$ cat src/rtl/cpu_pkg.sv
// Shared load-path definitions: load type codes, load FSM encoding and the
// alignment rule used at accept time.
package cpu_pkg;

  localparam logic [2:0] LD_LW  = 3'b000;
  localparam logic [2:0] LD_LB  = 3'b001;
  localparam logic [2:0] LD_LBU = 3'b010;
  localparam logic [2:0] LD_LH  = 3'b011;
  localparam logic [2:0] LD_LHU = 3'b100;

  typedef enum logic [1:0] {
    ST_IDLE = 2'b00,
    ST_REQ  = 2'b01,
    ST_RESP = 2'b10,
    ST_ERR  = 2'b11
  } ld_state_t;

  // Byte loads never fault; halfwords need an even address; every other
  // type code is treated as a word load.
  function automatic logic misaligned(input logic [2:0] ld_type, input logic [1:0] addr_lo);
    logic bad;
    case (ld_type)
      LD_LB, LD_LBU: bad = 1'b0;
      LD_LH, LD_LHU: bad = addr_lo[0];
      default:       bad = (addr_lo != 2'b00);
    endcase
    return bad;
  endfunction

endpackage

$ cat src/rtl/dmem_load_unit_if.sv
// Data-memory read port: request/address towards memory, ack/data back.
interface dmem_load_unit_if;
  logic        mem_req;
  logic [31:0] mem_addr;
  logic        mem_ack;
  logic [31:0] mem_rdata;

  modport master (output mem_req, mem_addr, input mem_ack, mem_rdata);
  modport slave  (input mem_req, mem_addr, output mem_ack, mem_rdata);
endinterface

$ cat src/rtl/dmem_load_extend.sv
// Little-endian lane select and sign/zero extension of a loaded word.
// Purely combinational so the bypass network can reuse it.
module dmem_load_extend
  import cpu_pkg::*;
(
  input  logic [31:0] rdata,
  input  logic [1:0]  addr,
  input  logic [2:0]  ld_type,
  output logic [31:0] result
);

  logic [7:0]  byte_sel;
  logic [15:0] half_sel;

  always_comb begin
    case (addr)
      2'd0:    byte_sel = rdata[7:0];
      2'd1:    byte_sel = rdata[15:8];
      2'd2:    byte_sel = rdata[23:16];
      default: byte_sel = rdata[31:24];
    endcase
    half_sel = addr[1] ? rdata[31:16] : rdata[15:0];

    case (ld_type)
      LD_LB:   result = {{24{byte_sel[7]}}, byte_sel};
      LD_LBU:  result = {24'h0, byte_sel};
      LD_LH:   result = {{16{half_sel[15]}}, half_sel};
      LD_LHU:  result = {16'h0, half_sel};
      default: result = rdata;
    endcase
  end

endmodule

$ cat src/rtl/dmem_load_unit.sv
// MEM-stage load unit: issues a req/ack read to variable-latency data memory,
// extends the returned data for write-back, and reports AdEL and bus timeouts.
module dmem_load_unit
  import cpu_pkg::*;
#(
  parameter int          TIMEOUT_CYC = 255,
  parameter logic [31:0] RESET_BADV  = 32'h0
) (
  input  logic                    clk,
  input  logic                    rst,
  input  logic                    ld_valid,
  input  logic [2:0]              ld_type,
  input  logic [31:0]             ld_addr,
  input  logic [4:0]              ld_rd,
  input  logic                    flush,
  output logic                    stall,
  dmem_load_unit_if.master        mem,
  output logic                    wb_valid,
  output logic [4:0]              wb_rd,
  output logic [31:0]             wb_data,
  output logic                    adel,
  output logic                    bus_err,
  output logic [31:0]             badvaddr
);

  localparam logic [31:0] TMO_LAST = 32'(TIMEOUT_CYC - 1);

  ld_state_t   state_reg;
  logic [2:0]  type_reg;
  logic [31:0] addr_reg;
  logic [4:0]  rd_reg;
  logic        kill_reg;
  logic [31:0] tmo_cnt_reg;
  logic        mem_req_reg;
  logic [31:0] mem_addr_reg;
  logic        wb_valid_reg;
  logic [4:0]  wb_rd_reg;
  logic [31:0] wb_data_reg;
  logic        adel_reg;
  logic        bus_err_reg;
  logic [31:0] badvaddr_reg;
  logic [31:0] ext_data;
  logic        accept;

  dmem_load_extend u_extend (
    .rdata   (mem.mem_rdata),
    .addr    (addr_reg[1:0]),
    .ld_type (type_reg),
    .result  (ext_data)
  );

  assign accept = ld_valid && (state_reg != ST_REQ);
  // A killed load still owns the bus but no longer holds the pipeline.
  assign stall  = accept || (state_reg == ST_REQ && !kill_reg && !flush);

  assign mem.mem_req  = mem_req_reg;
  assign mem.mem_addr = mem_addr_reg;
  assign wb_valid     = wb_valid_reg;
  assign wb_rd        = wb_rd_reg;
  assign wb_data      = wb_data_reg;
  assign adel         = adel_reg;
  assign bus_err      = bus_err_reg;
  assign badvaddr     = badvaddr_reg;

  always_ff @(posedge clk) begin
    if (rst) begin
      state_reg    <= ST_IDLE;
      type_reg     <= LD_LW;
      addr_reg     <= 32'h0;
      rd_reg       <= 5'd0;
      kill_reg     <= 1'b0;
      tmo_cnt_reg  <= 32'h0;
      mem_req_reg  <= 1'b0;
      mem_addr_reg <= 32'h0;
      wb_valid_reg <= 1'b0;
      wb_rd_reg    <= 5'd0;
      wb_data_reg  <= 32'h0;
      adel_reg     <= 1'b0;
      bus_err_reg  <= 1'b0;
      badvaddr_reg <= RESET_BADV;
    end else begin
      wb_valid_reg <= 1'b0;
      adel_reg     <= 1'b0;
      bus_err_reg  <= 1'b0;
      case (state_reg)
        ST_REQ: begin
          if (flush) kill_reg <= 1'b1;
          // Ack has priority over a timeout landing in the same cycle.
          if (mem.mem_ack) begin
            mem_req_reg <= 1'b0;
            tmo_cnt_reg <= 32'h0;
            kill_reg    <= 1'b0;
            if (kill_reg || flush) begin
              state_reg <= ST_IDLE;
            end else begin
              state_reg    <= ST_RESP;
              wb_valid_reg <= 1'b1;
              wb_rd_reg    <= rd_reg;
              wb_data_reg  <= ext_data;
            end
          end else if (TIMEOUT_CYC != 0 && tmo_cnt_reg == TMO_LAST) begin
            mem_req_reg  <= 1'b0;
            tmo_cnt_reg  <= 32'h0;
            kill_reg     <= 1'b0;
            bus_err_reg  <= 1'b1;
            badvaddr_reg <= addr_reg;
            state_reg    <= ST_IDLE;
          end else begin
            tmo_cnt_reg <= tmo_cnt_reg + 32'd1;
          end
        end
        default: begin
          state_reg <= ST_IDLE;
          if (accept && !flush) begin
            type_reg <= ld_type;
            addr_reg <= ld_addr;
            rd_reg   <= ld_rd;
            if (misaligned(ld_type, ld_addr[1:0])) begin
              state_reg    <= ST_ERR;
              adel_reg     <= 1'b1;
              badvaddr_reg <= ld_addr;
            end else begin
              state_reg    <= ST_REQ;
              mem_req_reg  <= 1'b1;
              mem_addr_reg <= {ld_addr[31:2], 2'b00};
            end
          end
        end
      endcase
    end
  end

endmodule

$ cat src/flat_wrapper.sv
// flat-port wrapper written by rule: the top's interface ports become plain ports
module dmem_load_unit_flat import cpu_pkg::*;
#(
  parameter int          TIMEOUT_CYC = 255,
  parameter logic [31:0] RESET_BADV  = 32'h0
)
  (clk, rst, ld_valid, ld_type, ld_addr, ld_rd, flush, stall, wb_valid, wb_rd, wb_data, adel, bus_err, badvaddr, mem_mem_req, mem_mem_addr, mem_mem_ack, mem_mem_rdata);
  dmem_load_unit_if mem_i ();
  input  logic clk;
  input  logic rst;
  input  logic ld_valid;
  input  logic [2:0] ld_type;
  input  logic [31:0] ld_addr;
  input  logic [4:0] ld_rd;
  input  logic flush;
  output logic stall;
  output logic wb_valid;
  output logic [4:0] wb_rd;
  output logic [31:0] wb_data;
  output logic adel;
  output logic bus_err;
  output logic [31:0] badvaddr;
  output wire logic [$bits(mem_i.mem_req)-1:0] mem_mem_req;
  output wire logic [$bits(mem_i.mem_addr)-1:0] mem_mem_addr;
  input wire logic [$bits(mem_i.mem_ack)-1:0] mem_mem_ack;
  input wire logic [$bits(mem_i.mem_rdata)-1:0] mem_mem_rdata;
  assign mem_mem_req = mem_i.mem_req;
  assign mem_mem_addr = mem_i.mem_addr;
  assign mem_i.mem_ack = mem_mem_ack;
  assign mem_i.mem_rdata = mem_mem_rdata;
  dmem_load_unit #(.TIMEOUT_CYC(TIMEOUT_CYC), .RESET_BADV(RESET_BADV)) u_core (.clk(clk), .rst(rst), .ld_valid(ld_valid), .ld_type(ld_type), .ld_addr(ld_addr), .ld_rd(ld_rd), .flush(flush), .stall(stall), .mem(mem_i), .wb_valid(wb_valid), .wb_rd(wb_rd), .wb_data(wb_data), .adel(adel), .bus_err(bus_err), .badvaddr(badvaddr));
endmodule
$ cat config.mk
export PLATFORM = sky130hd
export DESIGN_NAME = dmem_load_unit_flat
export DESIGN_NICKNAME = d
export VERILOG_FILES = /design/src/rtl/cpu_pkg.sv /design/src/rtl/dmem_load_unit_if.sv /design/src/rtl/dmem_load_extend.sv /design/src/rtl/dmem_load_unit.sv /design/src/flat_wrapper.sv
export SDC_FILE = /design/constraint.sdc
export NUM_CORES = 1
export LEC_CHECK = 0
export ABC_AREA = 1
export CAP_MARGIN = 10
export CORE_MARGIN = 2
export CORE_UTILIZATION = 40
export CTS_BUF_LIST = sky130_fd_sc_hd__clkbuf_8 sky130_fd_sc_hd__clkbuf_16
export DETAILED_ROUTE_END_ITERATION = 8
export PLACE_DENSITY = 0.76
export SYNTH_ARGS = -nofsm -noshare
export SYNTH_HDL_FRONTEND = slang
export SYNTH_SLANG_ARGS = --single-unit
$ cat constraint.sdc
create_clock -name clk -period 1.55 [get_ports clk]
set_input_delay 0.31 -clock clk [delete_from_list [all_inputs] [get_ports clk]]
set_output_delay 0.31 -clock clk [all_outputs]
set_load 0.02 [all_outputs]
==> results.toml, run 1 <==
[floorplanning]
die_y_um = 151
die_w_um = 151
rows = 53
design.portCount = 183
core_area_sq_um = 21100
start_util = 0.408
die_area_sq_um = 22700

[routing]
wire_per_inst_um = 16.5
drt_pass1_iterations = 5
viasPerCell = 5.28
drc = 0
routed_wl_um = 30800
first_iter_violations = 696
vias = 9868
ant_nets = 0

[worst_setup_path]
crit_buf_inv = 6
crit_chain = "inv_2, nor2_4, buf_6, nor3_4, buf_6, inv_6, nand2_8, buf_8, buf_16, a21oi_1, nor2_1"
cp.arrival_ns = 2.05
path_common_cell = "buf_6"
setup.worst_path.start = "u_core.state_reg[0]"
required_ns = 1.88
cp-start-kind = "register"
cp_slowest_stage_delay_ns = 0.32
criticalPathCategory = "register to register"
crit_fanout = 6
end_kind = "register"
r2r-start = "u_core.state_reg[0]"
ff2ff_setup_slack_ns = -0.18
critPathTopFamily = "buffers and inverters"
crit_path_top_delay_cell = "dfxtp_2"

[clocking]
h-tree-depth = 4
clk_pin_slew_ns = 0.08
cts_tree = "done"
numCtsBuffers = 17
cts-root-buf = "clkbuf_16"
cts_sinks = 178
insertion_delay_ns = 0.44
cts.path.max_buffers = 2
cts_hold_buf = 0

[finish]
utilization = 0.656
drive_above_1_share = 0.275
area_delta_synth_final_pct = 60.7
nets = 1661
antenna_cells = 0

[power]
p_clk_frac = 0.361
p_int_mw = 8.11
switching_power_mw = 3.76
power.density_nw_per_um2 = 858
peakVddDrop_v = 0.000768
p_leak_nw = 6.19
seqPwrFrac = 0.414
p_sw_frac = 0.317
total_power_mw = 11.9
comb_power_share = 0.225

[placed_design]
gp_congestion = 0.949
hpwl_um = 17400
port_buffers = 180

[hold_path]
hp-class = "primary input to register"
min_from = "ld_type[1]"

[global_route]
grt_use_total = 0.237
grt_start_max_net_pins = 56
gr-total-overflow = 0
antenna_found_initial = 0
grt_pass1_wl_um = 43100
grt_pass1_vias = 8992

[logic_synthesis]
ys_warn_count = 0
synth.largest_area_cell = "dfxtp_1"
ys_async_sr_fraction = 0
syn_area_sq_um = 8610
ys_seq_elements = 178
synth_top_area_frac = 0.414
synth-edff-count = 0
netlist_top_cells_count = "254 x nand2_1, 179 x o21ai_0, 178 x dfxtp_1, 168 x inv_1, 154 x nor2_1"
synth_ff_type = "dfxtp_1"
syn_avg_cell_area_sq_um = 6.70
synthTopCellsByArea = "dfxtp_1 41%, nand2_1 11%, o21ai_0 10%, a21oi_1 8.0%, inv_1 7.3%"
synth_cells = 1286
synth_cell_type_count = 38
seq_area_frac_synth = 0.414
synth_most_common_cell = "nand2_1"

[outcome]
outcome = "complete, but fails checks"
violations = "negative setup slack"

[timing]
setup_violations = 110
finalWorstSetupSlack_ns = -0.179
slew_viol_final = 0
rsz0062_at_grt = "yes"
fin_crit_ns = 1.73
fin_crit_sh = 1.12
max_freq_mhz = 578
worst_clock_skew_ns = 0.0184
hold_viol = 0

[job]
max_cap_viol_count = 0
## area by class of cell
type,instances,area [sq um]
well taps,275,344
clock buffers,17,425
clock inverters,15,166
repair buffers,347,3700
flip-flops and latches,178,3580
multi-input cells,865,4950
fillers,1677,7250
inverters,173,666
## worst paths after layout
path / cells past startpoint / to
worst max-delay path: 11 / u_core.badvaddr[13]
worst min-delay path: 4 / u_core.type_reg[1]
worst max register to register: 11 / u_core.badvaddr[13]
worst min register to register: 2 / u_core.mem.mem_addr[27]
## kinds of logic after synthesis
family / after synthesis / share of synthesized area
flops: 178 / 0.414
other cells: 1 / 0.000436
fa+ha+maj: 2 / 0.00291
xor+xnor: 19 / 0.0193
simple gates: 511 / 0.248
compound gates: 329 / 0.194
buf+inv: 246 / 0.121
## timing repair
item,in CTS,in global routing
cloned,11,17
setup buffers,14,13
setup endpoints to repair,237,170
endpoints found under the hold margin,0,0
pin swaps,29,103
resized for setup,203,286
## worst register-to-register path: cells and delay by family, from the launching register on
family	cells	cell delay, ns
AOI/OAI and AO/OA	1	0.19
buffers and inverters	6	0.73
DFF	1	0.32
and+or+nand+nor	4	0.39
## per-stage QoR
stage,TNS [ns],std cells,setup WS (ns),hold slack (ns),instance area (sq um)
after floorplan,0,1287,0.0142,0.425,8610
after global placement,-53.16,1787,-0.481,0.430,11400
after detailed placement,-57.65,1787,-0.515,0.434,11400
after CTS,-7.32,1843,-0.141,0.443,12600
after global routing,-16.17,1870,-0.235,0.289,13800
final,-7.76,1870,-0.179,0.266,13800
## cells in the final DEF, fill, tap and decap left out, types with 4 or more instances in the layout
cell,synthesis,routed
dlygate4sd2_1,0,102
nand2_4,2,10
inv_2,4,11
o21ai_1,2,13
a21oi_2,0,43
o21ai_0,179,122
o21ai_2,0,37
clkdlybuf4s50_1,0,74
clkbuf_16,0,29
nand3_1,61,26
buf_12,0,19
nor3_1,8,4
xnor2_1,5,5
clkinv_4,0,5
a31oi_1,7,7
buf_16,0,9
nand2_1,254,226
o21ai_4,0,9
buf_6,9,29
inv_8,0,4
xor2_1,14,14
inv_1,168,158
nand3_2,0,33
nor2_1,154,121
a21oi_1,137,94
dfxtp_2,0,11
nand2_2,3,22
clkinv_8,0,4
buf_4,5,94
buf_8,0,5
nor2_2,5,31
nor2_4,3,10
nand4_1,11,11
dfxtp_1,178,166
## power by group through the flow
stage	Combinational (mW)	Sequential, mW	Clock [mW]
global route	2.87	4.93	4.54
floorplan	0.928	5.18	0
global placement	1.95	5.00	0
detailed placement	1.99	5.01	0
finish	2.68	4.91	4.28
CTS	2.20	4.90	4.34
## routing by layer
metal | vias up | part of all wire | track usage
met4 | 0 | 0.035 | 0.0939
li1 | 4715 | - | -
met5 | - | 0 | 0
met1 | 4638 | 0.39 | 0.281
met3 | 87 | 0.078 | 0.0548
met2 | 428 | 0.50 | 0.413
Power figures use the tool's default switching activity.
==> run 2: changes to the inputs <==
--- a/config.mk
+++ b/config.mk
@@ -8,10 +8,10 @@
 export ABC_AREA = 1
 export CAP_MARGIN = 10
 export CORE_MARGIN = 2
-export CORE_UTILIZATION = 40
+export CORE_UTILIZATION = 46
 export CTS_BUF_LIST = sky130_fd_sc_hd__clkbuf_8 sky130_fd_sc_hd__clkbuf_16
 export DETAILED_ROUTE_END_ITERATION = 8
-export PLACE_DENSITY = 0.76
+export PLACE_DENSITY = 0.84
 export SYNTH_ARGS = -nofsm -noshare
 export SYNTH_HDL_FRONTEND = slang
 export SYNTH_SLANG_ARGS = --single-unit
==> run 2 against run 1 <==
Effect of this change: the flow still finishes with violations (negative setup slack); sequential cell count did not move; sequential power is 0.8% higher; worst setup slack got worse by 0.16 ns; combinational power increased by 6%; clock skew is 0.0038 ns lower; largest cell class unchanged; highest routed layer unchanged.
==> results.toml, run 2 (synthesis results as in run 1) <==
[outcome]
outcome = "complete, but fails checks"
violations = "negative setup slack"

[global_route]
antenna_found_initial = 1
grt_pass1_vias = 10000
grt_use_total = 0.317
grt_pass1_wl_um = 50200
grt_start_max_net_pins = 63
gr-total-overflow = 0

[worst_setup_path]
crit_path_top_delay_cell = "dfxtp_2"
cp.arrival_ns = 2.22
crit_chain = "inv_2, nor2_4, buf_6, nor3_4, inv_2, buf_6, buf_12, o21ai_0, a21oi_1"
cp-start-kind = "register"
required_ns = 1.88
crit_fanout = 27
cp_slowest_stage_delay_ns = 0.33
criticalPathCategory = "register to register"
end_kind = "register"

[placed_design]
hpwl_um = 17400
pre_cts_ws_ns = -0.433
dp_cells = 1735
placed_area_sq_um = 11300
gp_congestion = 0.942
port_buffers = 180

[clocking]
insertion_delay_ns = 0.45
cts_sinks = 178
cts_tree = "done"
clk_pin_slew_ns = 0.08
cts.path.max_buffers = 2
numCtsBuffers = 17
cts_hold_buf = 0
h-tree-depth = 4
cts-root-buf = "clkbuf_16"

[timing]
worst_clock_skew_ns = 0.0146
max_freq_mhz = 530
finalWorstSetupSlack_ns = -0.336
hold_viol = 0
rsz0062_at_grt = "yes"
final.setup.tns_ns = -29.14
slew_viol_final = 0
setup_violations = 153
hold_ws_ns = 0.452
fin_crit_sh = 1.22
fin_crit_ns = 1.89

[floorplanning]
die_area_sq_um = 19800
die_y_um = 141
design.portCount = 183
core_area_sq_um = 18500
die_w_um = 141
rows = 50
start_util = 0.465

[finish]
drive_above_1_share = 0.263
nets = 1655
design_area_sq_um = 13700
layout_common_cells = "228 x nand2_1, 161 x dfxtp_1, 160 x inv_1"
regArea_sq_um = 3590
final_common_cell = "nand2_1"
fillerInstances = 1189
utilization = 0.738
area_delta_synth_final_pct = 58.6
multi_input_area_sq_um = 4860
final_cells = 1825

[power]
peakVddDrop_v = 0.000824
power.density_nw_per_um2 = 912
p_leak_nw = 6.07
total_power_mw = 12.5

[routing]
drt_pass1_iterations = 6
first_iter_violations = 1472
vias = 10800
drc = 0
wire_per_inst_um = 20.3
ant_nets = 0
viasPerCell = 5.94
routed_wl_um = 37100

[hold_path]
hp-class = "register to register"

[job]
max_cap_viol_count = 0
==> run 2: worst max-delay path, delay by kind of cell, from the launching register on <==
family	cells	cell delay, ns
and+or+nand+nor	2	0.38
buffers and inverters	5	0.65
DFF	1	0.33
AOI/OAI and AO/OA	2	0.38
==> run 2: worst paths after layout <==
kind	from	slack (ns)	end	cells past startpoint
max reg2reg	u_core.state_reg[0]	-0.34	u_core.rd_reg[1]	9
min reg2reg	u_core.addr_reg[25]	0.45	u_core.addr_reg[25]	2
min	u_core.addr_reg[25]	0.45	u_core.addr_reg[25]	2
max	u_core.state_reg[0]	-0.34	u_core.rd_reg[1]	9
==> run 2: power by group <==
part | leakage [nW] | internal [mW] | switching, mW
sequential | 1.46 | 4.80 | 0.143
combinational | 4.30 | 1.22 | 1.63
clock | 0.309 | 2.51 | 2.16
total | 6.07 | 8.53 | 3.93
==> run 2: per-layer routing <==
metal	vias to the layer above	part of all wire	wire (um)	track usage
met5	-	0	0	0
met4	0	0.078	2910	0.199
met3	291	0.10	3750	0.0669
met2	891	0.47	17300	0.528
met1	4957	0.35	13100	0.372
li1	4709	-	-	-
==> run 2: what timing repair did <==
action / 4_1_cts / 5_1_grt
setup endpoints to repair: 213 / 174
pin swaps: 45 / 68
cloned: 22 / 2
buffers inserted: 28 / 9
gates resized for setup: 242 / 226
==> run 2: final cells by class <==
class / instances / area share
well taps: 234 / 0.0214
repair buffers: 341 / 0.266
inverters: 173 / 0.0480
diodes: 2 / 0.000366
clock inverters: 14 / 0.0140
multi-input cells: 865 / 0.356
flip-flops and latches: 178 / 0.263
clock buffers: 18 / 0.0322
